--- src/rtl/nrs_reader_rx_pkg.sv ---
// nrs_reader_rx_pkg
//   Shared constants, FSM state type and the QPSK rail mapper for the RX NRS
//   path. The NRS control unit and the channel estimator import it as well.
package nrs_reader_rx_pkg;

    localparam int WIDTH_REG = 16;                 // NRS bits per subframe
    localparam int LINES     = $clog2(WIDTH_REG);  // bank address width
    localparam int NUM_SYM   = WIDTH_REG / 2;      // QPSK symbols per subframe
    localparam int IDX_W     = $clog2(NUM_SYM);
    localparam int AMP_W     = 16;                 // Q1.15 rail width
    localparam logic signed [AMP_W-1:0] AMP = 16'sd23170;  // 1/sqrt2

    typedef enum logic [2:0] {
        S_IDLE,
        S_RD_I,
        S_RD_Q,
        S_CAP,
        S_OUT,
        S_ACK
    } state_e;

    // Gold-sequence bit to reference rail: 0 -> +1/sqrt2, 1 -> -1/sqrt2.
    function automatic logic signed [AMP_W-1:0] qpsk_rail(input logic b);
        return b ? -AMP : AMP;
    endfunction

endpackage

--- src/rtl/nrs_reader_rx_if.sv ---
// nrs_reader_rx_if
//   Bus between the NRS reader, the NRS register bank and the estimator.
//   master (reader): rd_en, rd_addr, sym_valid, sym_re, sym_im, sym_idx,
//                    sym_last out; rd_data, sym_ready in.
//   slave (bank + estimator): the mirror image.
interface nrs_reader_rx_if;

    logic                                         rd_en;
    logic [nrs_reader_rx_pkg::LINES-1:0]          rd_addr;
    logic                                         rd_data;
    logic                                         sym_valid;
    logic                                         sym_ready;
    logic signed [nrs_reader_rx_pkg::AMP_W-1:0]   sym_re;
    logic signed [nrs_reader_rx_pkg::AMP_W-1:0]   sym_im;
    logic [nrs_reader_rx_pkg::IDX_W-1:0]          sym_idx;
    logic                                         sym_last;

    modport master (
        output rd_en, rd_addr, sym_valid, sym_re, sym_im, sym_idx, sym_last,
        input  rd_data, sym_ready
    );

    modport slave (
        input  rd_en, rd_addr, sym_valid, sym_re, sym_im, sym_idx, sym_last,
        output rd_data, sym_ready
    );

endinterface

--- src/rtl/nrs_reader_rx.sv ---
// nrs_reader_rx
//   Consumer end of the RX NRS buffer handshake. When the generator flags a
//   fresh set it reads the 16 Gold bits pairwise from the register bank, maps
//   each pair to a QPSK reference symbol, streams the 8 symbols over
//   valid/ready and pulses est_ack_o once the set has been consumed.
// Ports
//   clk_i            rising-edge clock
//   rst_i            synchronous active-high reset
//   nrs_gen_ready_i  level, bank holds a fresh NRS set
//   flush_i          synchronous abort of the current read-out
//   bus              master side of nrs_reader_rx_if (bank read + symbol stream)
//   est_ack_o        one-cycle pulse, whole set consumed
//   busy_o           FSM not idle
module nrs_reader_rx
    import nrs_reader_rx_pkg::*;
(
    input  logic              clk_i,
    input  logic              rst_i,
    input  logic              nrs_gen_ready_i,
    input  logic              flush_i,
    nrs_reader_rx_if.master   bus,
    output logic              est_ack_o,
    output logic              busy_o
);

    state_e                    cs_q;
    logic [IDX_W-1:0]          k_q;
    logic                      armed_q;
    logic                      bit_i_q;
    logic signed [AMP_W-1:0]   sym_re_q;
    logic signed [AMP_W-1:0]   sym_im_q;

    always_ff @(posedge clk_i) begin
        if (rst_i) begin
            cs_q     <= S_IDLE;
            k_q      <= '0;
            armed_q  <= 1'b1;
            bit_i_q  <= 1'b0;
            sym_re_q <= '0;
            sym_im_q <= '0;
        end else if (flush_i && cs_q != S_IDLE) begin
            // Abort; armed is left alone so a still-high ready cannot replay the set.
            cs_q <= S_IDLE;
            k_q  <= '0;
        end else begin
            case (cs_q)
                S_IDLE: begin
                    if (nrs_gen_ready_i && armed_q) begin
                        cs_q    <= S_RD_I;
                        k_q     <= '0;
                        armed_q <= 1'b0;
                    end else if (!nrs_gen_ready_i) begin
                        // Generator dropped ready: the next rising ready is a new set.
                        armed_q <= 1'b1;
                    end
                end
                S_RD_I: cs_q <= S_RD_Q;
                S_RD_Q: begin
                    bit_i_q <= bus.rd_data;     // c(2k), read issued in RD_I
                    cs_q    <= S_CAP;
                end
                S_CAP: begin
                    // c(2k+1) arrives this cycle and feeds the Q rail directly.
                    sym_re_q <= qpsk_rail(bit_i_q);
                    sym_im_q <= qpsk_rail(bus.rd_data);
                    cs_q     <= S_OUT;
                end
                S_OUT: begin
                    if (bus.sym_ready) begin
                        if (k_q == IDX_W'(NUM_SYM - 1)) begin
                            cs_q <= S_ACK;
                        end else begin
                            k_q  <= k_q + 1'b1;
                            cs_q <= S_RD_I;
                        end
                    end
                end
                S_ACK: begin
                    k_q  <= '0;
                    cs_q <= S_IDLE;
                end
                default: cs_q <= S_IDLE;
            endcase
        end
    end

    // Moore decode from the state register; sym_ready never reaches these.
    assign bus.rd_en     = (cs_q == S_RD_I) || (cs_q == S_RD_Q);
    assign bus.rd_addr   = (cs_q == S_RD_I) ? {k_q, 1'b0} :
                           (cs_q == S_RD_Q) ? {k_q, 1'b1} : '0;
    assign bus.sym_valid = (cs_q == S_OUT);
    assign bus.sym_re    = sym_re_q;
    assign bus.sym_im    = sym_im_q;
    assign bus.sym_idx   = k_q;
    assign bus.sym_last  = (cs_q == S_OUT) && (k_q == IDX_W'(NUM_SYM - 1));
    // A flush landing on the ACK cycle suppresses the acknowledge.
    assign est_ack_o     = (cs_q == S_ACK) && !flush_i;
    assign busy_o        = (cs_q != S_IDLE);

endmodule
--- src/flat_wrapper.sv ---
// flat-port wrapper written by rule: the top's interface ports become plain ports
module nrs_reader_rx_flat import nrs_reader_rx_pkg::*;
  (clk_i, rst_i, nrs_gen_ready_i, flush_i, est_ack_o, busy_o, bus_rd_en, bus_rd_addr, bus_sym_valid, bus_sym_re, bus_sym_im, bus_sym_idx, bus_sym_last, bus_rd_data, bus_sym_ready);
  nrs_reader_rx_if bus_i ();
  input  logic clk_i;
  input  logic rst_i;
  input  logic nrs_gen_ready_i;
  input  logic flush_i;
  output logic est_ack_o;
  output logic busy_o;
  output wire logic [$bits(bus_i.rd_en)-1:0] bus_rd_en;
  output wire logic [$bits(bus_i.rd_addr)-1:0] bus_rd_addr;
  output wire logic [$bits(bus_i.sym_valid)-1:0] bus_sym_valid;
  output wire logic [$bits(bus_i.sym_re)-1:0] bus_sym_re;
  output wire logic [$bits(bus_i.sym_im)-1:0] bus_sym_im;
  output wire logic [$bits(bus_i.sym_idx)-1:0] bus_sym_idx;
  output wire logic [$bits(bus_i.sym_last)-1:0] bus_sym_last;
  input wire logic [$bits(bus_i.rd_data)-1:0] bus_rd_data;
  input wire logic [$bits(bus_i.sym_ready)-1:0] bus_sym_ready;
  assign bus_rd_en = bus_i.rd_en;
  assign bus_rd_addr = bus_i.rd_addr;
  assign bus_sym_valid = bus_i.sym_valid;
  assign bus_sym_re = bus_i.sym_re;
  assign bus_sym_im = bus_i.sym_im;
  assign bus_sym_idx = bus_i.sym_idx;
  assign bus_sym_last = bus_i.sym_last;
  assign bus_i.rd_data = bus_rd_data;
  assign bus_i.sym_ready = bus_sym_ready;
  nrs_reader_rx u_core (.clk_i(clk_i), .rst_i(rst_i), .nrs_gen_ready_i(nrs_gen_ready_i), .flush_i(flush_i), .bus(bus_i), .est_ack_o(est_ack_o), .busy_o(busy_o));
endmodule
--- config.mk ---
export PLATFORM = sky130hd
export DESIGN_NAME = nrs_reader_rx_flat
export DESIGN_NICKNAME = d
export VERILOG_FILES = /design/src/rtl/nrs_reader_rx_pkg.sv /design/src/rtl/nrs_reader_rx_if.sv /design/src/rtl/nrs_reader_rx.sv /design/src/flat_wrapper.sv
export SDC_FILE = /design/constraint.sdc
export NUM_CORES = 1
export LEC_CHECK = 0
export CAP_MARGIN = 20
export CORE_MARGIN = 3
export CORE_UTILIZATION = 37
export DETAILED_ROUTE_END_ITERATION = 10
export GPL_ROUTABILITY_DRIVEN = 0
export PLACE_DENSITY = 0.78
export SKIP_LAST_GASP = 1
export SLEW_MARGIN = 15
export SYNTH_ARGS = -nofsm -noshare
export SYNTH_HDL_FRONTEND = slang
export SYNTH_SLANG_ARGS = --single-unit
--- constraint.sdc ---
create_clock -name clk_i -period 1.9 [get_ports clk_i]
set_clock_uncertainty 0.2 [all_clocks]
set_input_delay 0.475 -clock clk_i [delete_from_list [all_inputs] [get_ports clk_i]]
set_output_delay 0.475 -clock clk_i [all_outputs]
set_load 0.02 [all_outputs]
==> impl_results.md <==
- Post-Synthesis Cells: 102
- Power Total: 753 uW
- Global-route wire length before repair: 2.92 mm
- Post-Place Cells: 164
- M3 GR Usage: 3.00%
- Internal Pwr Total: 515 uW
- Delay of the slowest cell on the worst path: 390 ps
- Final Util: 64.1%
- GR Util met1: 14.2%
- Multi-input combinational cell area: 427 sq um
- Final Hold Viols: 0
- Row Count: 16
- Critical Path Sink Type: primary output
- Tot GR Track Use: 13.7%
- Pin count of the biggest net entering global routing: 12
- # DRC: 0
- Lkg Pwr: 0.737 nW
- CTS root buffer: clkbuf_4
- Flops & latches, synth: 13
- Post-synthesis sequential area ratio: 29.8%
- Switching Share: 31.5%
- DRT iter0 DRCs: 5
- # Max-Cap Violations: 0
- Routed vias: 769
- Routed len/inst: 12.1 microns
- Violations in the final reports: negative setup slack
- Combinational fraction of design power: 37.9%
- Net Switching: 237 uW
- CP delay by family, top: simple AND/OR/NAND/NOR gates
- H-tree levels: 1
- Critical Path Start Type: register
- IO Count: 50
- Die footprint: 0.00298 sq mm
- Vias per cell: 4.58
- Layout cells sized above 1: 35.5%
- Fmax: 512 MHz
- Critical path's slowest cell: or3_4
- Post-synth cell types: 29
- Worst Path Buf+Inv: 2
- Core footprint: 0.00210 sq mm
- CTS tree: built
- CP Max Fanout: 3
- Final Slew Violations: 0
- TritonCTS Buffers: 3
- DRT Wirelength: 2.04 mm
- Crit Path Category: register to primary output
- Initial antenna violation count: 0
- Worst path arrival time: 1280 ps
- Number of global-route vias before repair: 682
- Inserted Diodes: 0
- First-pass iteration count of the detailed router: 4
- Longest Clk Path Bufs: 2
- Syn-to-layout area delta: 54.5%
- DIE HEIGHT: 54.6 microns
- Register area: 274 sq um
- Minimum clock period: 1950 ps
- Clock network power share: 22.1%
- Worst hold margin: 266 ps
- CTS Sinks: 13
- Final #Nets: 150
- Sequential Power Share: 40.0%
- Worst-Skew Late Latency: 270 ps
- PD cells: 558 mW/mm^2
- Die width: 54.6 microns
- Grt total ovfl: 0
- Worst-path clk slew: 80 ps
- Initial Util: 41.5%
- Routed Antenna Nets: 0
- CTS Hold Bufs: 0
- Post-Syn Area per Cell: 8.55 sq um
- VDD IR-drop max: 0.441 mV
- Worst EP required: 1220 ps
- Met2 usage: 24.9%
- Fillers: 197
- Hold crit path type: register to register
- # setup viols final: 2
- YS warnings: 0
- Final worst-path setup slack: -52.2 ps
- Fin Setup TNS: -54.3 ps
- GR peak layer: met2
- Non-Filler Instances: 168
- Status: finished with violations
- CP cell instances: buf_6, or3_4, buf_6
- Most used cell, CP: buf_6
- Unrepaired setup endpoints after global routing: yes
- Final period util: 103%
- Synthesized cell area: 872 sq um
- I/O Buffers: 47
- Post-DP HPWL: 1.53 mm
## registers in the layout, summed over array words and instances (netlist names)
name / count
u_core.armed_q: 1
u_core.bit_i_q: 1
u_core.cs_q: 3
u_core.bus.sym_re: 2
u_core.bus.sym_idx: 3
u_core.bus.sym_im: 3
## per-stage QoR
stage | cell area [sq um] | setup slack, ps
finish | 1350 | -52.2
global route | 1350 | -97.4
CTS | 1310 | -213
detailed placement | 1280 | -549
global placement | 1280 | -538
floorplan | 878 | 108
## placed cells by master (no fill, tap or decap), types with 2 or more instances in the layout
master           Yosys  routed
dlygate4sd2_1        0      33
clkbuf_4             0       3
buf_4               28      20
conb_1               1       2
a21oi_1              5       5
clkdlybuf4s50_1      0       4
o211ai_1             2       2
inv_1                3       3
and2_4               0       2
dfxtp_1             13       8
mux2i_1              6       6
dfxtp_2              0       2
nand2_1              6       6
ha_4                 0       2
nor2_4               0       2
dfxtp_4              0       3
buf_6                1       7
nor2_1              11       9
nand3_1              3       3
## tightest hold or removal path, delay by kind of cell, from the launching register on
family          cells  cell delay, ps
buf+inv             1              60
flops               1             320
compound gates      1              50
## cell families after synthesis
kind of cell	after synthesis	synth area share (%)
AO/OA/AOI/OAI	11	9.04
XOR/XNOR	1	1.00
adder cells (fa/ha/maj)	2	2.87
buffers and inverters	35	29.0
flip-flops	13	29.8
multiplexers	6	6.89
other	1	0.430
AND/OR/NAND/NOR	33	20.9
## final timing paths
kind	startpoint	to	slack, ps	depth (start not counted)
worst max-delay path	u_core.cs_q[0]	busy_o	-50	3
worst max register to register	u_core.cs_q[0]	u_core.bus.sym_idx[1]	100	6
worst min-delay path	u_core.bus.sym_im[1]	u_core.bus.sym_im[1]	270	2
worst min register to register	u_core.bus.sym_im[1]	u_core.bus.sym_im[1]	270	2
## cells in the mapped netlist
| cell | n | area share, % |
|---|---|---|
| inv_1 | 3 | 1.3 |
| and3_2 | 1 | 0.86 |
| buf_4 | 28 | 24 |
| a21boi_1 | 1 | 0.86 |
| nand2_1 | 6 | 2.6 |
| or3_4 | 1 | 1.3 |
| ha_1 | 2 | 2.9 |
| nand3b_1 | 1 | 0.86 |
| a21oi_4 | 1 | 1.9 |
| nor2_1 | 11 | 4.7 |
| and4bb_2 | 1 | 1.4 |
| nor3_1 | 1 | 0.57 |
| nor3_2 | 1 | 1.1 |
| a211o_2 | 1 | 1.1 |
| a21oi_1 | 5 | 2.9 |
| clkdlybuf4s18_2 | 1 | 1.1 |
| nand3_1 | 3 | 1.7 |
| buf_2 | 2 | 1.1 |
| or2b_1 | 1 | 0.86 |
| o211ai_1 | 2 | 1.7 |
| nand4bb_1 | 1 | 1.3 |
| conb_1 | 1 | 0.43 |
| and2_1 | 3 | 2.2 |
| buf_6 | 1 | 1.3 |
| o21ai_0 | 1 | 0.57 |
| dfxtp_1 | 13 | 30 |
| and3_1 | 2 | 1.4 |
| mux2i_1 | 6 | 6.9 |
| xnor2_1 | 1 | 1.0 |
## routing by layer
metal	vias up	routed length [microns]
met5	-	0
met1	340	792
li1	382	-
met3	5	194
met2	42	1020
met4	0	33
## timing repair
item	in CTS	in global routing
setup buffers	0	1
setup endpoints to repair	42	9
pin swaps	3	5
gates resized for setup	86	20
## power groups by stage
| stage | combinational, mW | sequential (mW) | clock (mW) |
|---|---|---|---|
| detailed placement | 0.263 | 0.302 | 0 |
| CTS | 0.272 | 0.299 | 0.174 |
| global route | 0.308 | 0.303 | 0.195 |
| finish | 0.285 | 0.301 | 0.167 |
| global placement | 0.257 | 0.301 | 0 |
| floorplan | 0.155 | 0.299 | 0 |
## cell type report
class / instances / share of cell area [%]
multi-input combinational: 55 / 31.7
sequential: 13 / 20.3
tap: 27 / 2.51
inverter: 3 / 0.836
clock buffer: 4 / 1.95
timing repair buffer: 66 / 42.7
Note: power is estimated with default switching activity, not from simulation.
